--- src/rtl/seq_multiplier_pkg.sv ---
// Shared types and helpers for the iterative shift-add multiplier.
package seq_multiplier_pkg;

  typedef enum logic [1:0] {
    IDLE = 2'd0,
    BUSY = 2'd1,
    DONE = 2'd2
  } state_e;

  // Counter must hold 0..width-1.
  function automatic int cnt_w(input int width);
    return (width < 2) ? 1 : $clog2(width);
  endfunction

endpackage

--- src/rtl/seq_multiplier.sv ---
// Radix-2 shift-add multiplier, one product per WIDTH+2 cycles, signed or unsigned,
// with valid/ready on operands and valid/ack on the result.
module seq_multiplier
  import seq_multiplier_pkg::*;
#(
  parameter int WIDTH = 8
) (
  input  logic               clk,
  input  logic               rst_n,
  input  logic [WIDTH-1:0]   in_a,
  input  logic [WIDTH-1:0]   in_b,
  input  logic               in_signed,
  input  logic               in_vld,
  output logic               in_rdy,
  output logic [2*WIDTH-1:0] res,
  output logic               res_vld,
  input  logic               res_ack
);

  localparam int CW = cnt_w(WIDTH);
  localparam int PW = 2 * WIDTH;

  state_e           state_q, state_d;
  logic [PW-1:0]    mcand_q, mcand_d;
  logic [WIDTH-1:0] mplier_q, mplier_d;
  logic [PW-1:0]    acc_q, acc_d;
  logic [PW-1:0]    acc_next;
  logic [CW-1:0]    cnt_q, cnt_d;
  logic             neg_q, neg_d;
  logic [PW-1:0]    res_q, res_d;
  logic             in_rdy_q, in_rdy_d;
  logic             res_vld_q, res_vld_d;

  // Magnitude fits in WIDTH unsigned bits, including -2^(WIDTH-1).
  function automatic logic [WIDTH-1:0] magnitude(input logic [WIDTH-1:0] v,
                                                 input logic is_signed);
    return (is_signed && v[WIDTH-1]) ? (~v + WIDTH'(1)) : v;
  endfunction

  function automatic logic [PW-1:0] apply_sign(input logic [PW-1:0] v,
                                               input logic neg);
    return neg ? (~v + PW'(1)) : v;
  endfunction

  always_comb begin
    state_d  = state_q;
    mcand_d  = mcand_q;
    mplier_d = mplier_q;
    acc_d    = acc_q;
    cnt_d    = cnt_q;
    neg_d    = neg_q;
    res_d    = res_q;
    acc_next = acc_q + (mplier_q[0] ? mcand_q : '0);

    unique case (state_q)
      IDLE: begin
        if (in_vld) begin
          mcand_d  = {{WIDTH{1'b0}}, magnitude(in_a, in_signed)};
          mplier_d = magnitude(in_b, in_signed);
          neg_d    = in_signed & (in_a[WIDTH-1] ^ in_b[WIDTH-1]);
          acc_d    = '0;
          cnt_d    = '0;
          state_d  = BUSY;
        end
      end
      BUSY: begin
        acc_d    = acc_next;
        mcand_d  = mcand_q << 1;
        mplier_d = mplier_q >> 1;
        cnt_d    = cnt_q + CW'(1);
        if (cnt_q == CW'(WIDTH - 1)) begin
          res_d   = apply_sign(acc_next, neg_q);
          state_d = DONE;
        end
      end
      DONE: begin
        if (res_ack) state_d = IDLE;
      end
      default: state_d = IDLE;
    endcase

    // Handshake outputs are registered decodes of the next state.
    in_rdy_d  = (state_d == IDLE);
    res_vld_d = (state_d == DONE);
  end

  always_ff @(posedge clk) begin
    if (!rst_n) begin
      state_q   <= IDLE;
      mcand_q   <= '0;
      mplier_q  <= '0;
      acc_q     <= '0;
      cnt_q     <= '0;
      neg_q     <= 1'b0;
      res_q     <= '0;
      in_rdy_q  <= 1'b1;
      res_vld_q <= 1'b0;
    end else begin
      state_q   <= state_d;
      mcand_q   <= mcand_d;
      mplier_q  <= mplier_d;
      acc_q     <= acc_d;
      cnt_q     <= cnt_d;
      neg_q     <= neg_d;
      res_q     <= res_d;
      in_rdy_q  <= in_rdy_d;
      res_vld_q <= res_vld_d;
    end
  end

  assign in_rdy  = in_rdy_q;
  assign res_vld = res_vld_q;
  assign res     = res_q;

endmodule

--- config.mk ---
export PLATFORM = sky130hd
export DESIGN_NAME = seq_multiplier
export DESIGN_NICKNAME = d
export VERILOG_FILES = /design/src/rtl/seq_multiplier_pkg.sv /design/src/rtl/seq_multiplier.sv
export SDC_FILE = /design/constraint.sdc
export NUM_CORES = 1
export LEC_CHECK = 0
export BUFFER_PORTS_ARGS = -buffer_cell sky130_fd_sc_hd__buf_2
export CAP_MARGIN = 5
export CORE_MARGIN = 2
export CORE_UTILIZATION = 54
export DETAILED_ROUTE_END_ITERATION = 7
export HOLD_SLACK_MARGIN = 0.02
export PLACE_DENSITY = 0.85
export SYNTH_ARGS = -nofsm -noshare
export SYNTH_HDL_FRONTEND = slang
export SYNTH_SLANG_ARGS = --single-unit
--- constraint.sdc ---
create_clock -name clk -period 3.7 [get_ports clk]
set_clock_uncertainty 0.15 [all_clocks]
set_input_delay 0.74 -clock clk [delete_from_list [all_inputs] [get_ports clk]]
set_output_delay 0.74 -clock clk [all_outputs]
set_load 0.005 [all_outputs]
**After elaboration in Yosys (flattened, before gate mapping)**

Index checks and enable logic that the tools add are counted.
Widths: inputs -> output; s select.

- Flip-flop bits (word level): 64
- Latch bits: 0
- Memory bits (writable): 0
- Bits in read-only memories: 0
- Input port bits: 21
- Logic and storage cells: 48
- Memories: 0

- Add/sub/neg operators: 5
- $mul: 0
- Divide/modulo/power cells: 0
- Order comparisons: 0
- Eq/ne operators: 5
- Shifts and indexed selects: 0
- Muxes and demuxes: 16
- Bitwise logic cells: 5
- Reduce and logical (&&, ||, !) cells: 8

Operators with widths:

| operator | number |
|---|---|
| $mux 16 | 4 |
| $pmux 16 s2 | 2 |
| $mux 8 | 3 |
| $add 16x1->16 const B | 1 |
| $add 16x16->16 | 1 |
| $add 8x1->8 const B | 2 |
| $not 16->16 | 1 |
| $not 8->8 | 2 |
| $pmux 8 s2 | 1 |
| $mux 2 | 3 |
| $pmux 2 s3 | 1 |
| $pmux 3 s2 | 1 |
| $reduce_and 2->1 | 3 |
| $eq 2x2->1 const B | 2 |
| $logic_not 2->1 | 2 |
| $add 3x1->3 const B | 1 |
| $eq 3x3->1 const B | 1 |
| $mux 3 | 1 |
| $eq 2x1->1 const B | 1 |
| $logic_and 1x1->1 | 2 |
| $ne 2x2->1 const B | 1 |
| $reduce_bool 2->1 | 1 |
| $and 1x1->1 | 1 |
| $xor 1x1->1 | 1 |

**Depth between registers and ports, before layout**

Gate-level depths: netlist (run 1).

- Depth after elaboration: 5
- Mapped depth: 12
- Depth with buffers taken out: 11

**Worst setup path after synthesis (run 1)**

No wires, ideal clock.

- Kind: flip-flop to flip-flop
- Start point: register mplier_q[0]
- End point: register res_q[15] (netlist: res[15])
- Data arrival time: 3.264 ns
- Data required time: 3.458 ns
- Setup slack: 0.194 ns
- Stages on the path, launching flop included: 13
- Path buffers: 1
- Path through: dfxtp_1 -> clkbuf_1 -> and2_1 -> ha_1 -> fa_1 -> a21o_1 -> a221oi_4 -> o21bai_2 -> and3_1 -> or4_4 -> or2_1 -> o311a_1 -> nor4_1

- Cells in the longest elaborated chain, start to end: 5

RTL lines:

| element | line | source |
|---|---|---|
| from (decl) | seq_multiplier.sv:25 | `logic [WIDTH-1:0] mplier_q, mplier_d;` |
| from (signal assigned) | seq_multiplier.sv:101 | `mplier_q <= mplier_d;` |
| $mux 16 (*) | seq_multiplier.sv:53 | `acc_next = acc_q + (mplier_q[0] ? mcand_q : '0);` |
| $add 16x16->16 (*) | seq_multiplier.sv:53 |  |
| $not 16->16 | seq_multiplier.sv:42 | `return neg ? (~v + PW'(1)) : v;` |
| $add 16x1->16 | seq_multiplier.sv:42 |  |
| $mux 16 (*) | seq_multiplier.sv:42 |  |
| to (signal assigned) | seq_multiplier.sv:105 | `res_q <= res_d;` |
| to (decl) | seq_multiplier.sv:30 | `logic [PW-1:0] res_q, res_d;` |

Every way passes the cells marked *; elsewhere a longest branch is shown, timed or not.
A chain may end at the register's enable or synchronous reset.

**Worst setup path after layout (run 1)**

- Start point: register mcand_q[0]
- End point: register res_q[15] (netlist: res[15])

- Cells in the longest elaborated chain, start to end: 5

RTL lines:

| element | line | source |
|---|---|---|
| from (decl) | seq_multiplier.sv:24 | `logic [PW-1:0] mcand_q, mcand_d;` |
| from (signal assigned) | seq_multiplier.sv:100 | `mcand_q <= mcand_d;` |
| $mux 16 (*) | seq_multiplier.sv:53 |  |
| $add 16x16->16 (*) | seq_multiplier.sv:53 |  |
| $not 16->16 | seq_multiplier.sv:42 |  |
| $add 16x1->16 | seq_multiplier.sv:42 |  |
| $mux 16 (*) | seq_multiplier.sv:42 |  |

Marks and branches as above.

==> results of run 1 <==
-- logic make-up after synthesis --
| group | count (synthesis) | synth area share (%) |
|---|---|---|
| flops | 64 | 32.7 |
| fa+ha+maj | 21 | 6.91 |
| mux | 7 | 1.92 |
| buf+inv | 42 | 5.15 |
| simple gates | 184 | 23.0 |
| compound gates | 129 | 24.5 |
| xor+xnor | 26 | 5.82 |
-- cells in the mapped netlist (2+ instances only) --
cell / number / area, µm²
a2111oi_0: 2 / 17.5
a211oi_1: 20 / 150
a21o_1: 4 / 30.0
a21oi_1: 23 / 115
a222oi_1: 12 / 120
a22oi_1: 28 / 210
a311oi_1: 2 / 17.5
a31oi_1: 5 / 31.3
and2_1: 21 / 131
and3_1: 7 / 43.8
buf_2: 2 / 10.0
clkbuf_1: 19 / 71.3
clkbuf_8: 3 / 41.3
dfxtp_1: 64 / 1280
ha_1: 20 / 250
inv_1: 15 / 56.3
mux2_2: 3 / 33.8
mux2i_1: 3 / 30.0
nand2_1: 24 / 90.1
nand2b_1: 4 / 25.0
nand3_1: 12 / 60.1
nand4_1: 2 / 12.5
nor2_1: 78 / 293
nor2b_1: 4 / 25.0
nor3_1: 11 / 55.1
nor3b_1: 3 / 22.5
nor4_1: 4 / 25.0
o21ai_0: 10 / 50.1
o21ai_1: 2 / 10.0
o21bai_1: 2 / 15.0
o21bai_2: 2 / 22.5
o31ai_1: 5 / 37.5
or3_1: 3 / 18.8
xnor2_1: 9 / 78.8
xor2_1: 17 / 149
-- power breakdown --
part	internal (mW)	leakage, nW	total, mW	switching, mW
clock	0.387	0.112	0.685	0.298
combinational	0.0633	1.21	0.167	0.104
sequential	0.705	0.519	0.718	0.0137
-- cell type report --
| type | count | area (µm²) | area share (%) |
|---|---|---|---|
| clock buffer | 9 | 124 | 2.80 |
| tap | 99 | 124 | 2.80 |
| inverter | 16 | 60.1 | 1.36 |
| multi-input combinational | 367 | 2450 | 55.3 |
| clock inverter | 7 | 105 | 2.38 |
| timing repair buffer | 50 | 280 | 6.34 |
| sequential | 64 | 1280 | 29.0 |
-- cell usage in the layout, fill, tap and decap left out, types with 10 or more instances in the layout --
cell,count
nor2_1,78
dfxtp_1,64
a222oi_1,12
ha_1,20
buf_2,38
a22oi_1,28
nand3_1,12
a21oi_1,23
o21ai_0,10
inv_1,15
buf_4,12
nor3_1,11
xor2_1,17
nand2_1,24
a211oi_1,19
and2_1,21
-- final timing paths --
path              startpoint  cells after the start  endpoint
setup / recovery  mcand_q[0]                     11   res[15]
hold / removal        res[0]                      2    res[0]
setup reg to reg  mcand_q[0]                     11   res[15]
hold reg to reg       res[0]                      2    res[0]
-- flip-flops by register name, summed over array words and instances, names as in the netlist --
| signal | count |
|---|---|
| res | 16 |
| mplier_q | 8 |
| res_vld | 1 |
| mcand_q | 16 |
| cnt_q | 3 |
| neg_q | 1 |
| in_rdy | 1 |
| acc_q | 16 |
| state_q | 2 |
-- worst max-delay path: cells and delay by family (launching register included) --
family	cells	cell delay [ns]
AO/OA/AOI/OAI	4	0.91
adder cells (fa/ha/maj)	2	0.65
flip-flops	1	0.34
AND/OR/NAND/NOR	5	1.38
-- what timing repair did --
action | in CTS | in global routing
setup buffers | 0 | 1
endpoints found under the setup margin | 0 | 3
resized for setup | 0 | 2
-- stage by stage --
stage	cells	total power, mW	setup WS (ns)
detailed placement	595	0.896	0.192
floorplan	473	0.844	0.194
global route	612	1.63	0.000528
finish	612	1.57	0.192
CTS	611	1.57	0.168
global placement	595	0.888	0.335
-- per-layer routing --
| metal | wire (µm) | GRT usage, % | vias up |
|---|---|---|---|
| li1 | - | - | 1812 |
| met1 | 3980 | 30.2 | 1648 |
| met2 | 4110 | 37.2 | 149 |
| met3 | 622 | 5.45 | 29 |
| met4 | 252 | 11.5 | 0 |
| met5 | 0 | 0 | - |
==> results.cfg, run 1 <==
[logic_synthesis]
ys.flop_type = dfxtp_1
async_flop_share_pct = 0
ys_seq_area_share_pct = 32.7
synth_seq_cells = 64
synth-edff-count = 0
syn_nets = 515
yosys.cell_types.count = 63
yosysWarnings = 0
syn_avg_cell_area_um2 = 8.27
synthCells = 473
netlist_area_um2 = 3910

[clocking]
cts_buffers = 9
ctsHoldBuffers = 0
clk_pin_slew_ns = 0.07
clkSinkCount = 64
cts_tree = done
root_buffer = clkbuf_8
worstSkewPairLatency_ns = 0.35
clk_path_buf_depth = 2
h-tree-depth = 3

[final_layout]
fin_nets = 550
drive_gt1_share_pct = 16.8
final_util_pct = 62.0
stdcell_area_um2 = 4420
n_antenna_cell = 0
fillCellCount = 627
syn2layout_area_growth_pct = 13.0

[detailed_routing]
vias = 3638
route.detailed.wl_per_inst_um = 14.6
wl_um = 8970
ant_nets = 0
viasPerCell = 5.94
drc_errors = 1
drt-pass1-iter-count = 8
drt_iter0_drc = 340

[floorplanning]
pin_count = 39
die_h_um = 89.1
die_w_um = 89.1
start_util_pct = 54.8
core_area_um2 = 7140
rows = 31
die_area_um2 = 7950

[min_path]
timing.hold.worst.class = flop to flop

[sta]
finalCritPeriodShare_pct = 94.8
tightest_slew_ns = 0.621
whs_ns = 0.304
drv_slew = 0
setup_viol = 0
finalSetupTns_ns = 0
period_needed_ns = 3.51
rsz0062_at_grt = no
hold_viol = 0
slew_headroom_pct = 58.4
fmaxAchievable_mhz = 285

[setup_path]
cp_cell_sequence = and2_1 > ha_1 > fa_1 > a21o_1 > a221oi_4 > o21bai_2 > and3_1 > or4_4 > or2_1 > o311a_1 > nor4_1
start_kind = flop
cp_data_required_time_ns = 3.81
worstSetupPathType = flop to flop
worstPathArrival_ns = 3.62
cp_slowest_stage_delay_ns = 0.51
worst_setup_path_end_kind = flop
worstPathMaxFanout = 5
reg2reg_slack_ns = 0.19
cp_slowest_cell = or4_4

[place]
io_buffers = 38
dp_hpwl_um = 6550
place_area_um2 = 4180
gp_congestion = 0.914

[status]
violations = DRC
status = finished, violations left

[grt]
grt_max_degree = 33
overflow = 0
grt_usage_pct = 23.5
antenna_found_initial = 0
grt_pass1_wl_um = 14600
grt_pass1_vias = 3268

[run]
maxCapViolCount = 0

[power_and_ir_drop]
power_density_nw_per_um2 = 355
ir_drop_v = 0.000155
p_leak_nw = 1.84
Power figures use the tool's default switching activity.
==> run 2: changes to the inputs <==
--- a/config.mk
+++ b/config.mk
@@ -11,6 +11,7 @@
 export CORE_UTILIZATION = 54
 export DETAILED_ROUTE_END_ITERATION = 7
 export HOLD_SLACK_MARGIN = 0.02
+export MAX_ROUTING_LAYER = met4
 export PLACE_DENSITY = 0.85
 export SYNTH_ARGS = -nofsm -noshare
 export SYNTH_HDL_FRONTEND = slang
==> run 2 against run 1 <==
Against the previous run: the flow now finishes without violations; count of clock-buffer cells in the layout stayed put; die area stayed put; fmax rose by 0.46%; largest power group unchanged; setup slack improved by 0.016 ns.
==> results.cfg, run 2 (same netlist as run 1, synthesis figures left out) <==
[detailed_routing]
viasPerCell = 6.00
drt_iter0_drc = 304
wl_um = 8970
vias = 3674
ant_nets = 0
drt-pass1-iter-count = 7
route.detailed.wl_per_inst_um = 14.7
drc_errors = 0

[setup_path]
worstPathMaxFanout = 3
reg2reg_slack_ns = 0.21
cp_data_required_time_ns = 3.82
worstSetupPathType = flop to flop
worstPathArrival_ns = 3.61
start_kind = flop
worst_setup_path_end_kind = flop

[floorplanning]
die_area_um2 = 7950
rows = 31
core_area_um2 = 7140
pin_count = 39
die_w_um = 89.1
start_util_pct = 54.8
die_h_um = 89.1

[final_layout]
final_util_pct = 62.0
syn2layout_area_growth_pct = 13.0
layout_common_cells = nor2_1 (78), dfxtp_1 (64), buf_2 (38)
n_antenna_cell = 0
drive_gt1_share_pct = 16.8
stdcell_area_um2 = 4420
fillCellCount = 627
fin_nets = 550
layout_commonest_cell = nor2_1

[grt]
grt_max_degree = 33
overflow = 0
grt_use_met3_pct = 5.08
grtUsageMet2_pct = 37.2
grt_pass1_vias = 3257
met1_usage_pct = 30.3
grt_pass1_wl_um = 14600
top_usage_layer = met2
antenna_found_initial = 0
grt_usage_pct = 24.2

[run]
maxCapViolCount = 0

[clocking]
cts_tree = done
clkSinkCount = 64
cts_buffers = 9
clk_pin_slew_ns = 0.07
h-tree-depth = 3
root_buffer = clkbuf_8
clk_path_buf_depth = 2
worstSkewPairLatency_ns = 0.35

[power_and_ir_drop]
p_int_mw = 1.15
power_mw = 1.57
power_density_nw_per_um2 = 355
combPwrFrac_pct = 10.7
p_leak_nw = 1.84
ir_drop_v = 0.000155
p_clk_share_pct = 43.5
swShare_pct = 26.3
p_sw_mw = 0.413
pwr-share-seq_pct = 45.8

[sta]
setup_viol = 0
hold_viol = 0
finalCritPeriodShare_pct = 94.4
drv_slew = 0
finalSetupTns_ns = 0
fmaxAchievable_mhz = 286
tightest_slew_ns = 0.626
slew_headroom_pct = 58.0
rsz0062_at_grt = no
whs_ns = 0.304
period_needed_ns = 3.49

[place]
gp_congestion = 0.930
place_area_um2 = 4180
dp_hpwl_um = 6550
io_buffers = 38

[min_path]
timing.hold.worst.class = flop to flop

[status]
status = finished, final reports clean
## run 2: cell counts in the layout (fill, tap and decap cells not counted)
No cell type changed its count.
## run 2: layout make-up
| cell class | instances | area [µm²] | area share (%) |
|---|---|---|---|
| Inverter | 16 | 60.1 | 1.36 |
| Clock inverter | 7 | 105 | 2.38 |
| Timing Repair Buffer | 50 | 280 | 6.34 |
| Sequential cell | 64 | 1280 | 29.0 |
| Tap cell | 99 | 124 | 2.80 |
| Multi-Input combinational cell | 367 | 2450 | 55.3 |
| Clock buffer | 9 | 124 | 2.80 |
## run 2: power groups by stage
stage               registers (mW)  clock network (mW)  logic (mW)
CTS                          0.718               0.689       0.164
global placement             0.732                   0       0.156
detailed placement           0.733                   0       0.163
floorplan                    0.729                   0       0.116
finish                       0.718               0.683       0.167
global route                 0.720               0.723       0.184
## run 2: routing by layer
layer	vias up	part of all wire, %	wire length, µm
met5	-	0	0
met4	0	2.3	209
met3	23	6.2	555
met2	143	46	4160
met1	1693	45	4050
li1	1815	-	-
## run 2: worst paths after layout
kind	startpoint	to	depth (start not counted)
min reg2reg	res[0]	res[0]	2
max	mcand_q[0]	res[13]	13
min	res[0]	res[0]	2
max reg2reg	mcand_q[0]	res[13]	13
## run 2: metrics by stage
step | worst slack, ns | cells
after global placement | 0.335 | 595
after CTS | 0.168 | 611
after global routing | 0.000518 | 612
after detailed placement | 0.192 | 595
after floorplan | 0.194 | 473
final | 0.208 | 612
## run 2: what timing repair did
item,in CTS,in global routing
buffers inserted,0,1
endpoints found under the setup margin,0,3
hold buffers,0,0
resized for setup,0,2
## run 2: worst max-delay path: stages, from the launching register on
cell	delay, ns
dfxtp_1	0.33
and2_1	0.16
ha_1	0.21
fa_1	0.44
a21o_1	0.22
a221oi_4	0.27
buf_4	0.18
nor2_1	0.04
o41ai_1	0.33
xnor2_1	0.18
buf_4	0.17
o31ai_1	0.42
nor3b_1	0.10
a211oi_1	0.20
==> run 3: changes to the inputs <==
--- a/config.mk
+++ b/config.mk
@@ -5,6 +5,7 @@
 export SDC_FILE = /design/constraint.sdc
 export NUM_CORES = 1
 export LEC_CHECK = 0
+export ABC_AREA = 1
 export BUFFER_PORTS_ARGS = -buffer_cell sky130_fd_sc_hd__buf_2
 export CAP_MARGIN = 5
 export CORE_MARGIN = 2
@@ -12,7 +13,8 @@
 export DETAILED_ROUTE_END_ITERATION = 7
 export HOLD_SLACK_MARGIN = 0.02
 export MAX_ROUTING_LAYER = met4
-export PLACE_DENSITY = 0.85
+export PLACE_DENSITY = 0.84
+export SKIP_CTS_REPAIR_TIMING = 1
 export SYNTH_ARGS = -nofsm -noshare
 export SYNTH_HDL_FRONTEND = slang
 export SYNTH_SLANG_ARGS = --single-unit
==> run 3 against run 2 <==
Against the previous run: synthesized cell count rose by 43%; combinational power rose by 5%; first-iteration DRC count shrank 20%; non-clock buffer count decreased by 8; largest cell class unchanged; fmax up 16%; setup slack improved by 0.49 ns; largest power group unchanged.
==> results.cfg, run 3 <==
[min_path]
timing.hold.worst.class = flop to flop

[setup_path]
cp_data_required_time_ns = 3.82
worst_setup_path_end_kind = flop
worstPathMaxFanout = 17
worstSetupPathType = flop to flop
worstPathArrival_ns = 3.12
start_kind = flop

[final_layout]
layout_common_cells = nand2_1 (216), inv_1 (95), dfxtp_1 (64)
fin_nets = 750
syn2layout_area_growth_pct = 11.5
drive_gt1_share_pct = 14.7
layout_commonest_cell = nand2_1
stdcell_area_um2 = 4760
fillCellCount = 745
n_antenna_cell = 0

[logic_synthesis]
syn_nets = 718
yosysTopAreaCellShare_pct = 30.0
yosysMostFrequentCell = nand2_1
netlist_area_um2 = 4270
synthCells = 676
synth_top_family_by_area = simple AND/OR/NAND/NOR gates
synth_xor_area_share_pct = 1.23
synthMuxAreaShare_pct = 0
synthTopCellsByCount = nand2_1 (216), inv_1 (95), dfxtp_1 (64)
synth_adder_area_share_pct = 6.33
ys.flop_type = dfxtp_1
syn_avg_cell_area_um2 = 6.32
ys_seq_area_share_pct = 30.0
async_flop_share_pct = 0
synth-edff-count = 0
synthTopCellsByArea = dfxtp_1 (30%), nand2_1 (19%), inv_1 (8.3%)
yosys.cell_types.count = 38
synth-simple-area-share_pct = 39.0
synth_seq_cells = 64
synth_compound_area_share_pct = 12.4
yosys.area.top_type = dfxtp_1
yosysWarnings = 0

[grt]
overflow = 0
grt_usage_pct = 26.1
grt_max_degree = 52
grt_pass1_vias = 3965
antenna_found_initial = 0
grt_pass1_wl_um = 17600

[sta]
slew_headroom_pct = 42.8
period_needed_ns = 3.00
rsz0062_at_grt = no
setup_viol = 0
hold_viol = 0
finalSetupTns_ns = 0
drv_slew = 0
fmaxAchievable_mhz = 333
tightest_slew_ns = 0.856
finalCritPeriodShare_pct = 81.1

[floorplanning]
die_area_um2 = 8640
rows = 32
pin_count = 39
start_util_pct = 55.6
die_h_um = 92.9
core_area_um2 = 7690
die_w_um = 92.9

[detailed_routing]
drt_iter0_drc = 244
viasPerCell = 5.22
route.detailed.wl_per_inst_um = 12.6
vias = 4256
ant_nets = 0
drc_errors = 0
wl_um = 10200
drt-pass1-iter-count = 5

[clocking]
clkSinkCount = 64
clk_path_buf_depth = 2
cts_buffers = 9
worstSkewPairLatency_ns = 0.36
h-tree-depth = 3
clk_pin_slew_ns = 0.08
root_buffer = clkbuf_8
cts_tree = done

[power_and_ir_drop]
ir_drop_v = 0.000235
p_leak_nw = 2.43
power_density_nw_per_um2 = 333

[status]
status = finished, final reports clean

[run]
maxCapViolCount = 0

[place]
place_area_um2 = 4530
dp_hpwl_um = 7740
io_buffers = 38
gp_congestion = 0.981
## run 3: final cells by class
class	count	area (µm²)	share of cell area (%)
Sequential cell	64	1280	26.9
Inverter	102	383	8.04
Clock inverter	7	103	2.16
Timing Repair Buffer	42	220	4.63
Clock buffer	9	124	2.60
Multi-Input combinational cell	489	2520	53.0
Tap cell	102	128	2.68
## run 3: per-stage QoR
stage | setup WS, ns | hold slack [ns] | cells | utilization [%] | power, mW
after CTS | 0.702 | 0.315 | 815 | 61.9 | 1.60
after global routing | 0.406 | 0.336 | 815 | 61.9 | 1.66
final | 0.701 | 0.316 | 815 | 61.9 | 1.59
after global placement | 0.821 | 0.301 | 799 | 59.0 | 0.909
after floorplan | 0.804 | 0.280 | 676 | - | 0.865
after detailed placement | 0.699 | 0.300 | 799 | 59.0 | 0.915
## run 3: worst paths after layout
path,start,end,slack (ns),cells past startpoint
setup reg to reg,mplier_q[0],res[12],0.70,17
setup / recovery,mplier_q[0],res[12],0.70,17
hold reg to reg,mcand_q[15],mcand_q[15],0.32,2
hold / removal,mcand_q[15],mcand_q[15],0.32,2
## run 3: per-layer routing
layer | global-route usage, % | share of wire (%) | vias up
li1 | - | - | 2213
met3 | 4.80 | 3.3 | 21
met5 | - | 0 | -
met1 | 31.1 | 45 | 1925
met4 | 9.80 | 2.0 | 0
met2 | 43.8 | 49 | 97
## run 3: cells by family (layout without fill, tap and decap cells)
kind of cell / after synthesis / after routing
adders and majority gates: 21 / 21
AOI/OAI and AO/OA: 93 / 93
and+or+nand+nor: 369 / 369
buffers and inverters: 123 / 160
xor gates and xnor gates: 6 / 6
DFF: 64 / 64
## run 3: worst max-delay path: stages (launching register included)
cell and delay [ns]:
dfxtp_1 0.64, nand2_1 0.12, inv_1 0.08, ha_1 0.21, fa_1 0.47, inv_1 0.10, ha_1 0.15, inv_1 0.07
nor2_4 0.10, nand3_2 0.07, nor2_2 0.11, nand3_2 0.12, nor2_2 0.12, nand3_1 0.12, nand3b_1 0.10, nand3_1 0.08
nand2_1 0.09, inv_1 0.03
## run 3: power by group
| group | internal (mW) | total [mW] | switching (mW) |
|---|---|---|---|
| Combinational | 0.0595 | 0.175 | 0.116 |
| Clock | 0.386 | 0.686 | 0.300 |
| Sequential | 0.707 | 0.726 | 0.0183 |
